### src/rtl/y86_pkg.sv
// Shared Y86 encodings for the execute/memory boundary: icodes, register IDs,
// condition selectors and condition-code bit positions.
package y86_pkg;

    localparam logic [3:0] ICODE_NOP    = 4'h1;
    localparam logic [3:0] ICODE_CMOVXX = 4'h2;
    localparam logic [3:0] ICODE_OPQ    = 4'h6;
    localparam logic [3:0] ICODE_JXX    = 4'h7;

    localparam logic [3:0] RNONE = 4'hF;

    // ifun values that select a jXX/cmovXX condition
    localparam logic [3:0] COND_ALWAYS = 4'h0;
    localparam logic [3:0] COND_LE     = 4'h1;
    localparam logic [3:0] COND_L      = 4'h2;
    localparam logic [3:0] COND_E      = 4'h3;
    localparam logic [3:0] COND_NE     = 4'h4;
    localparam logic [3:0] COND_GE     = 4'h5;
    localparam logic [3:0] COND_G      = 4'h6;
    localparam logic [3:0] COND_B      = 4'h7;

    // CC register layout is {CF, OF, SF, ZF}
    localparam int CC_ZF = 0;
    localparam int CC_SF = 1;
    localparam int CC_OF = 2;
    localparam int CC_CF = 3;

    localparam logic [3:0] CC_RESET = 4'b0001;

    function automatic logic [3:0] pack_cc(input logic cf, input logic of,
                                           input logic sf, input logic zf);
        logic [3:0] cc;
        cc        = '0;
        cc[CC_CF] = cf;
        cc[CC_OF] = of;
        cc[CC_SF] = sf;
        cc[CC_ZF] = zf;
        return cc;
    endfunction

endpackage

### src/rtl/cc_cond_eval.sv
// Combinational jXX/cmovXX condition evaluation from a stored CC value.
// The borrow condition (ifun 7) exists only when EXEC_CC_CF_EN is defined.
module cc_cond_eval
    import y86_pkg::*;
(
    input  logic [3:0] cc,
    input  logic [3:0] ifun,
    output logic       cnd
);

    logic zf;
    logic sf;
    logic of;
    logic sf_xor_of;

    assign zf        = cc[CC_ZF];
    assign sf        = cc[CC_SF];
    assign of        = cc[CC_OF];
    assign sf_xor_of = sf ^ of;

`ifdef EXEC_CC_CF_EN
    logic cf;
    assign cf = cc[CC_CF];
`else
    logic unused_cf;
    assign unused_cf = cc[CC_CF];
`endif

    always_comb begin
        cnd = 1'b0;
        case (ifun)
            COND_ALWAYS: cnd = 1'b1;
            COND_LE:     cnd = sf_xor_of | zf;
            COND_L:      cnd = sf_xor_of;
            COND_E:      cnd = zf;
            COND_NE:     cnd = ~zf;
            COND_GE:     cnd = ~sf_xor_of;
            COND_G:      cnd = ~sf_xor_of & ~zf;
`ifdef EXEC_CC_CF_EN
            COND_B:      cnd = cf;
`endif
            default:     cnd = 1'b0;
        endcase
    end

endmodule

### src/rtl/execute_cc_pipe.sv
// Execute-stage tail: derives Y86 condition codes from the ALU result, holds the
// CC register, evaluates e_cnd and forms the E->M pipeline register. CF tracking
// and the ifun 7 (below) condition are enabled by defining EXEC_CC_CF_EN.
module execute_cc_pipe
    import y86_pkg::*;
#(
    parameter int W = 32
) (
    input  logic         clk,
    input  logic         rst,
    input  logic         e_valid,
    input  logic [3:0]   e_icode,
    input  logic [3:0]   e_ifun,
    input  logic [W-1:0] alu_y,
    input  logic         alu_co,
    input  logic         alu_a_msb,
    input  logic         alu_b_msb,
    input  logic         alu_sub,
    input  logic         alu_logic,
    input  logic         set_cc,
    input  logic         cc_inhibit,
    input  logic [W-1:0] e_valA,
    input  logic [3:0]   e_dstE,
    input  logic [3:0]   e_dstM,
    input  logic         m_stall,
    input  logic         m_bubble,
    output logic [3:0]   cc_out,
    output logic         e_cnd,
    output logic         m_valid,
    output logic [3:0]   m_icode,
    output logic         m_cnd,
    output logic [W-1:0] m_valE,
    output logic [W-1:0] m_valA,
    output logic [3:0]   m_dstE,
    output logic [3:0]   m_dstM
);

    // No handshake: pipeline control keeps every E-stage input and the
    // m_stall/m_bubble controls stable ahead of each rising edge, where
    // CC and M are both captured.

    logic [3:0]   cc_q, cc_d;
    logic         m_valid_q, m_valid_d;
    logic [3:0]   m_icode_q, m_icode_d;
    logic         m_cnd_q, m_cnd_d;
    logic [W-1:0] m_valE_q, m_valE_d;
    logic [W-1:0] m_valA_q, m_valA_d;
    logic [3:0]   m_dstE_q, m_dstE_d;
    logic [3:0]   m_dstM_q, m_dstM_d;

    logic flag_zf;
    logic flag_sf;
    logic flag_of;
    logic flag_cf;
    logic y_msb;
    logic cc_en;

    assign y_msb   = alu_y[W-1];
    assign flag_zf = (alu_y == '0);
    assign flag_sf = y_msb;

    always_comb begin
        flag_of = 1'b0;
        if (alu_logic) begin
            flag_of = 1'b0;
        end else if (alu_sub) begin
            // valB - valA overflows when the operands differ in sign and
            // the result's sign no longer matches valB
            flag_of = (alu_a_msb != alu_b_msb) & (y_msb != alu_b_msb);
        end else begin
            flag_of = (alu_a_msb == alu_b_msb) & (y_msb != alu_a_msb);
        end
    end

`ifdef EXEC_CC_CF_EN
    assign flag_cf = alu_co & ~alu_logic;
`else
    logic unused_alu_co;
    assign unused_alu_co = alu_co;
    assign flag_cf       = 1'b0;
`endif

    // A stalled M stage also freezes CC so a replayed OPq cannot update it twice
    assign cc_en = set_cc & e_valid & ~cc_inhibit & ~m_stall;

    always_comb begin
        cc_d = cc_q;
        if (cc_en) begin
            cc_d = pack_cc(flag_cf, flag_of, flag_sf, flag_zf);
        end
    end

    cc_cond_eval u_cond (
        .cc   (cc_q),
        .ifun (e_ifun),
        .cnd  (e_cnd)
    );

    always_comb begin
        m_valid_d = m_valid_q;
        m_icode_d = m_icode_q;
        m_cnd_d   = m_cnd_q;
        m_valE_d  = m_valE_q;
        m_valA_d  = m_valA_q;
        m_dstE_d  = m_dstE_q;
        m_dstM_d  = m_dstM_q;
        if (m_stall) begin
            // hold; stall takes priority over a simultaneous bubble
        end else if (m_bubble) begin
            m_valid_d = 1'b0;
            m_icode_d = ICODE_NOP;
            m_cnd_d   = 1'b0;
            m_valE_d  = '0;
            m_valA_d  = '0;
            m_dstE_d  = RNONE;
            m_dstM_d  = RNONE;
        end else begin
            m_valid_d = e_valid;
            m_icode_d = e_icode;
            m_cnd_d   = e_cnd;
            m_valE_d  = alu_y;
            m_valA_d  = e_valA;
            m_dstM_d  = e_dstM;
            m_dstE_d  = (e_icode == ICODE_CMOVXX && !e_cnd) ? RNONE : e_dstE;
        end
    end

    always_ff @(posedge clk or posedge rst) begin
        if (rst) begin
            cc_q      <= CC_RESET;
            m_valid_q <= 1'b0;
            m_icode_q <= ICODE_NOP;
            m_cnd_q   <= 1'b0;
            m_valE_q  <= '0;
            m_valA_q  <= '0;
            m_dstE_q  <= RNONE;
            m_dstM_q  <= RNONE;
        end else begin
            cc_q      <= cc_d;
            m_valid_q <= m_valid_d;
            m_icode_q <= m_icode_d;
            m_cnd_q   <= m_cnd_d;
            m_valE_q  <= m_valE_d;
            m_valA_q  <= m_valA_d;
            m_dstE_q  <= m_dstE_d;
            m_dstM_q  <= m_dstM_d;
        end
    end

    assign cc_out  = cc_q;
    assign m_valid = m_valid_q;
    assign m_icode = m_icode_q;
    assign m_cnd   = m_cnd_q;
    assign m_valE  = m_valE_q;
    assign m_valA  = m_valA_q;
    assign m_dstE  = m_dstE_q;
    assign m_dstM  = m_dstM_q;

endmodule

### config.mk
export PLATFORM = sky130hd
export DESIGN_NAME = execute_cc_pipe
export DESIGN_NICKNAME = d
export VERILOG_FILES = /design/src/rtl/y86_pkg.sv /design/src/rtl/cc_cond_eval.sv /design/src/rtl/execute_cc_pipe.sv
export SDC_FILE = /design/constraint.sdc
export NUM_CORES = 1
export LEC_CHECK = 0
export BUFFER_PORTS_ARGS = -buffer_cell sky130_fd_sc_hd__buf_2
export CORE_ASPECT_RATIO = 0.75
export CORE_MARGIN = 2
export CORE_UTILIZATION = 40
export CTS_CLUSTER_SIZE = 25
export DETAILED_ROUTE_END_ITERATION = 16
export PLACE_DENSITY = 0.76
export RECOVER_POWER = 50
export SETUP_SLACK_MARGIN = 0.4
export SLEW_MARGIN = 15
export SYNTH_ARGS = -nofsm -noshare
export SYNTH_HDL_FRONTEND = slang
export SYNTH_HIERARCHICAL = 1
export SYNTH_SLANG_ARGS = --single-unit
### constraint.sdc
create_clock -name clk -period 2.4 [get_ports clk]
set_clock_uncertainty 0.15 [all_clocks]
set_input_delay 0 -clock clk [delete_from_list [all_inputs] [get_ports clk]]
set_output_delay 0 -clock clk [all_outputs]
set_load 0.005 [all_outputs]
After elaboration in Yosys (flattened, before gate mapping)
Index checks and enable logic that the tools add are counted.
Widths: inputs -> output; s select.
{"block": "op_classes", "n_eq_ne": 11, "reduce_logical": 4, "bitwise": 12, "mux": 11}
{"operator": "$mux 32", "n": 2}
{"operator": "$logic_not 32->1", "n": 1}
{"operator": "$mux 4", "n": 4}
{"operator": "$eq 4x2->1 const B", "n": 3}
{"operator": "$eq 4x3->1 const B", "n": 3}
{"operator": "$pmux 1 s7", "n": 1}
{"operator": "$and 1x1->1", "n": 6}
{"operator": "$eq 4x1->1 const B", "n": 1}
{"operator": "$logic_not 4->1", "n": 1}
{"operator": "$mux 1", "n": 4}
{"operator": "$not 1->1", "n": 4}
{"operator": "$ne 1x1->1", "n": 3}
{"operator": "$eq 1x1->1", "n": 1}
{"operator": "$logic_and 1x1->1", "n": 1}
{"operator": "$logic_not 1->1", "n": 1}
{"operator": "$or 1x1->1", "n": 1}
{"operator": "$xor 1x1->1", "n": 1}
{"block": "word_totals", "out_inout_bits": 83, "elab_cells": 46, "register_bits": 81, "in_bits": 92}

Depth between registers and ports, before layout
{"block": "depth", "depth_word": 8, "ltp_mapped": 6, "depth_no_buf": 6}

Modules after synthesis
Netlist, hierarchy kept.
{"module": "execute_cc_pipe", "seq_area_each_um2": 2039.5, "cells_per_inst": 218, "area_each_um2": 3071.7, "n_inst": 1}
{"module": "cc_cond_eval", "seq_area_each_um2": 0.0, "cells_per_inst": 10, "area_each_um2": 81.3, "n_inst": 1}

Worst setup path after synthesis
OpenSTA, ideal clock, no wires.
{"block": "synth_path", "path_type": "reg-to-reg", "startpoint": "register cc_q[0], in the netlist cc_out[0]", "endpoint": "register m_dstE_q[2], in the netlist m_dstE[2]", "arrival_ns": 1.740, "path_slack_ns": 0.442, "setup_ns": 0.068, "period_less_slack_ns": 1.958, "path_buffers": 0, "required_ns": 2.182, "stages_incl_launch_ff": 7, "path_cell_list": "dfstp_2 -> nor4_1 -> nor3_1 -> nand3_1 -> or4b_4 -> o21ai_4 -> a2bb2oi_2"}
{"block": "synth_between", "elab_chain_cells": 7, "word_cells_on_any_way": 8, "classes_between": "3 x mux; 3 x bitwise; 2 x reduce/logical"}
{"item": "start, declared", "line_no": "execute_cc_pipe.sv:42", "rtl": "logic [3:0] cc_q, cc_d;"}
{"item": "start signal, assigned", "line_no": "execute_cc_pipe.sv:130", "rtl": "cc_q <= CC_RESET;"}
{"item": "start signal, assigned", "line_no": "execute_cc_pipe.sv:139", "rtl": "cc_q <= cc_d;"}
{"item": "$not 1->1", "line_no": "cc_cond_eval.sv:36, cc_cond_eval.sv:38"}
{"item": "$and 1x1->1", "line_no": "cc_cond_eval.sv:38", "rtl": "COND_G: cnd = ~sf_xor_of & ~zf;"}
{"item": "$pmux 1 s7 (*)", "line_no": "cc_cond_eval.sv:31", "rtl": "case (ifun)"}
{"item": "net e_cnd", "line_no": "execute_cc_pipe.sv:28", "rtl": "output logic e_cnd,"}
{"item": "$logic_not 1->1 (*)", "line_no": "execute_cc_pipe.sv:124", "rtl": "m_dstE_d = (e_icode == ICODE_CMOVXX && !e_cnd) ? RNONE : e_dstE;"}
{"item": "$logic_and 1x1->1 (*)", "line_no": "execute_cc_pipe.sv:124"}
{"item": "$mux 4 (*)", "line_no": "execute_cc_pipe.sv:124"}
{"item": "$mux 4 (*)", "line_no": "execute_cc_pipe.sv:109", "rtl": "end else if (m_bubble) begin"}
{"item": "end signal, assigned", "line_no": "execute_cc_pipe.sv:145", "rtl": "m_dstE_q <= m_dstE_d;"}
{"item": "end, declared", "line_no": "execute_cc_pipe.sv:48", "rtl": "logic [3:0] m_dstE_q, m_dstE_d;"}
The timed path passes the listed nets; every way through them passes the cells marked *.
A chain may end at the register's enable or synchronous reset.

Worst setup path after layout
{"block": "layout_path", "startpoint": "register cc_q[0], in the netlist cc_out[0]", "endpoint": "register m_dstE_q[2], in the netlist m_dstE[2]"}
{"block": "layout_between", "elab_chain_cells": 7, "word_cells_on_any_way": 8, "classes_between": "3 x mux; 3 x bitwise; 2 x reduce/logical"}
{"item": "$not 1->1", "line_no": "cc_cond_eval.sv:36, cc_cond_eval.sv:38"}
{"item": "$and 1x1->1", "line_no": "cc_cond_eval.sv:38"}
{"item": "$pmux 1 s7 (*)", "line_no": "cc_cond_eval.sv:31"}
{"item": "$logic_not 1->1 (*)", "line_no": "execute_cc_pipe.sv:124"}
{"item": "$logic_and 1x1->1 (*)", "line_no": "execute_cc_pipe.sv:124"}
{"item": "$mux 4 (*)", "line_no": "execute_cc_pipe.sv:124"}
{"item": "$mux 4 (*)", "line_no": "execute_cc_pipe.sv:109"}
Every way passes the cells marked *; elsewhere a longest branch is shown, timed or not.

==> metrics.cfg <==
[worst_hold_path]
hp-class = in -> reg

[cells_and_area]
area_growth_pct = 64.8
diodes = 0
drive_gt1_share_pct = 32.5
final_cell_mix = buf_2 (124), dlygate4sd3_1 (92), dfrtp_1 (71)
fin_util_pct = 66.8
fin_nets = 585
final_common_cell = buf_2

[placed_design]
place_congestion = 0.756
hpwl_mm = 5.88
io_buffers = 172

[die]
die-height_um = 80.9
dieWidth_um = 107
dieArea_mm2 = 0.00862
core_area_mm2 = 0.00778
floorplan.initialDensity_pct = 40.5
fp-row-count = 28
io_pins = 175

[pwr]
p_total_w = 0.00317
cellLeakagePower_nw = 2.54
p_clk_share_pct = 33.4
combPwrFrac_pct = 17.9
seqPwrFrac_pct = 48.8
cell_internal_pwr_w = 0.00239
p_per_area_mw_per_mm2 = 610
power.net_switching_w = 0.000785
swShare_pct = 24.8
ir_drop_mv = 0.402

[clock_network]
cts_sinks = 81
cts_max_level = 3
clock-root-buffer = clkbuf_8
clock_path_buffers = 2
clock_latency_ps = 340
clkTransAtPathRegs_ps = 80
cts_buffers = 9
cts_tree = built

[sta]
hold_violations = 0
grt_setup_unrepaired = yes
tns_ps = 0
post-route-period-util_pct = 92.2
final-max-slew-violation-count = 0
finalCriticalPeriod_ps = 2210
worstMarginPinSlew_ps = 1050
maxSlewHeadroom_pct = 29.7
finalSetupViolCount = 0
fmax_mhz = 452

[setup_path]
worstSetupPathType = reg -> reg
critPathLaunchType = flop
r2r_slack_ps = 190
endpoint_kind = flop
arrival_ps = 2330
cp_max_fo = 5
required_ps = 2520

[synth]
synth_seq_cells = 81
syn_nets = 320
syn_inst = 228
synthDistinctLibCells = 36
ys_warn_count = 6
synth.yosys.seq_area_share_pct = 64.7
syn-mean-instance-area_um2 = 13.8
syn_area_mm2 = 0.00315

[grt]
antenna_found_initial = 0
grt_pass1_vias = 3091
grt_start_max_net_pins = 47
grt_pass1_wl_mm = 15.0
grtUsageTotal_pct = 22.4
grt_overflow = 0

[routing]
drc = 0
drt_wl_total_mm = 9.78
wl_per_cell_um = 16.2
dr.pass1.iters = 6
dr.first_iter.drc_count = 148
num_vias = 3041
routed_via_density = 5.04
ant_nets = 0

[run_status]
status = completed

[job]
cap_violations = 0

cell usage after synthesis (all sizes together):
cell / count / area [um^2]
nor4b: 1 / 8.76
nor4: 10 / 62.6
and4bb: 2 / 25.0
dfstp: 10 / 263
buf: 12 / 71.3
o31ai: 2 / 15.0
nand3: 1 / 5.00
dfrtp: 71 / 1780
nand4bb: 1 / 11.3
o21ai: 8 / 51.3
xor2: 1 / 8.76
a2111o: 1 / 11.3
nor2b: 2 / 12.5
nor3: 1 / 5.00
conb: 1 / 3.75
nand2: 8 / 30.0
nand2b: 1 / 6.26
inv: 5 / 18.8
nor2: 6 / 30.0
xnor2: 1 / 8.76
mux2: 1 / 11.3
a2bb2oi: 4 / 60.1
mux2i: 1 / 10.0
a22o: 68 / 597
nand4: 2 / 12.5
clkbuf: 6 / 23.8
or4b: 1 / 13.8
worst max-delay path, cell delays in order, from the launching register on:
cell and delay, ps:
dfstp_1 610, nor4_2 60, nor3_1 220, nand3_1 180, or4b_4 520, o21ai_4 220
a2bb2oi_2 170
timing repair:
| item | CTS | global route |
|---|---|---|
| buffers inserted | 0 | 2 |
| hold endpoints to repair | 152 | 0 |
| hold buffers | 92 | 0 |
| setup endpoints to repair | 4 | 5 |
| gates resized for setup | 0 | 3 |
| pin swaps | 4 | 4 |
power groups by stage:
| stage | Combinational (W) | Sequential, W | Clock (W) |
|---|---|---|---|
| final | 0.000567 | 0.00155 | 0.00106 |
| after global routing | 0.000614 | 0.00156 | 0.00116 |
| after CTS | 0.000569 | 0.00154 | 0.00110 |
| after detailed placement | 0.000452 | 0.00156 | 0 |
| after global placement | 0.000437 | 0.00156 | 0 |
| after floorplan | 0.000194 | 0.00158 | 0 |
state kept, by name (all words and copies together), names as in the netlist:
name,flops
m_icode,4
m_valE,32
m_dstM,4
m_valA,32
cc_out,3
m_valid,1
m_dstE,4
m_cnd,1
area by class of cell:
class                           count  area (um^2)
Clock buffer                       11          131
Clock inverter                      5         81.3
Fill cell                         610         2580
Inverter                            5         20.0
Multi-Input combinational cell    124         1020
Sequential cell                    81         2040
Tap cell                          105          131
Timing Repair Buffer              272         1770
cell families (layout without fill, tap and decap cells):
kind of cell           Yosys count  after routing  synth area share (%)
flip-flops                      81             81                  64.7
buffers and inverters           23            293                  3.61
AO/OA/AOI/OAI                   83             83                  23.3
other                            1              1                 0.119
AND/OR/NAND/NOR                 36             36                  7.06
multiplexers                     2              2                 0.675
XOR/XNOR                         2              2                 0.556
final timing paths:
kind	end	depth (start not counted)	start
worst max-delay path	m_dstE[2]	6	cc_out[0]
worst min-delay path	cc_out[1]	3	set_cc
worst max register to register	m_dstE[2]	6	cc_out[0]
worst min register to register	m_dstE[3]	2	m_dstE[3]
max in group asynchronous	m_valE[14]	5	rst
min in group asynchronous	m_valA[13]	4	rst
routing by layer:
layer	vias to the layer above	part of all wire, %	GRT usage (%)
met3	14	5.6	6.02
met4	0	1.3	6.36
met1	1511	43	28.0
met5	-	0	0
met2	111	51	39.0
li1	1405	-	-
stage by stage:
stage / cell area (um^2) / std cells / hold slack, ps / setup slack [ps]
6_report: 5190 / 603 / 2.56 / 188
5_1_grt: 5190 / 603 / 30.8 / 172
2_1_floorplan: 3160 / 228 / -51.5 / 442
4_1_cts: 5230 / 601 / 3.35 / 293
3_3_place_gp: 4100 / 493 / -270 / 422
3_5_place_dp: 4100 / 493 / -269 / 306
Note: power is estimated with default switching activity, not from simulation.
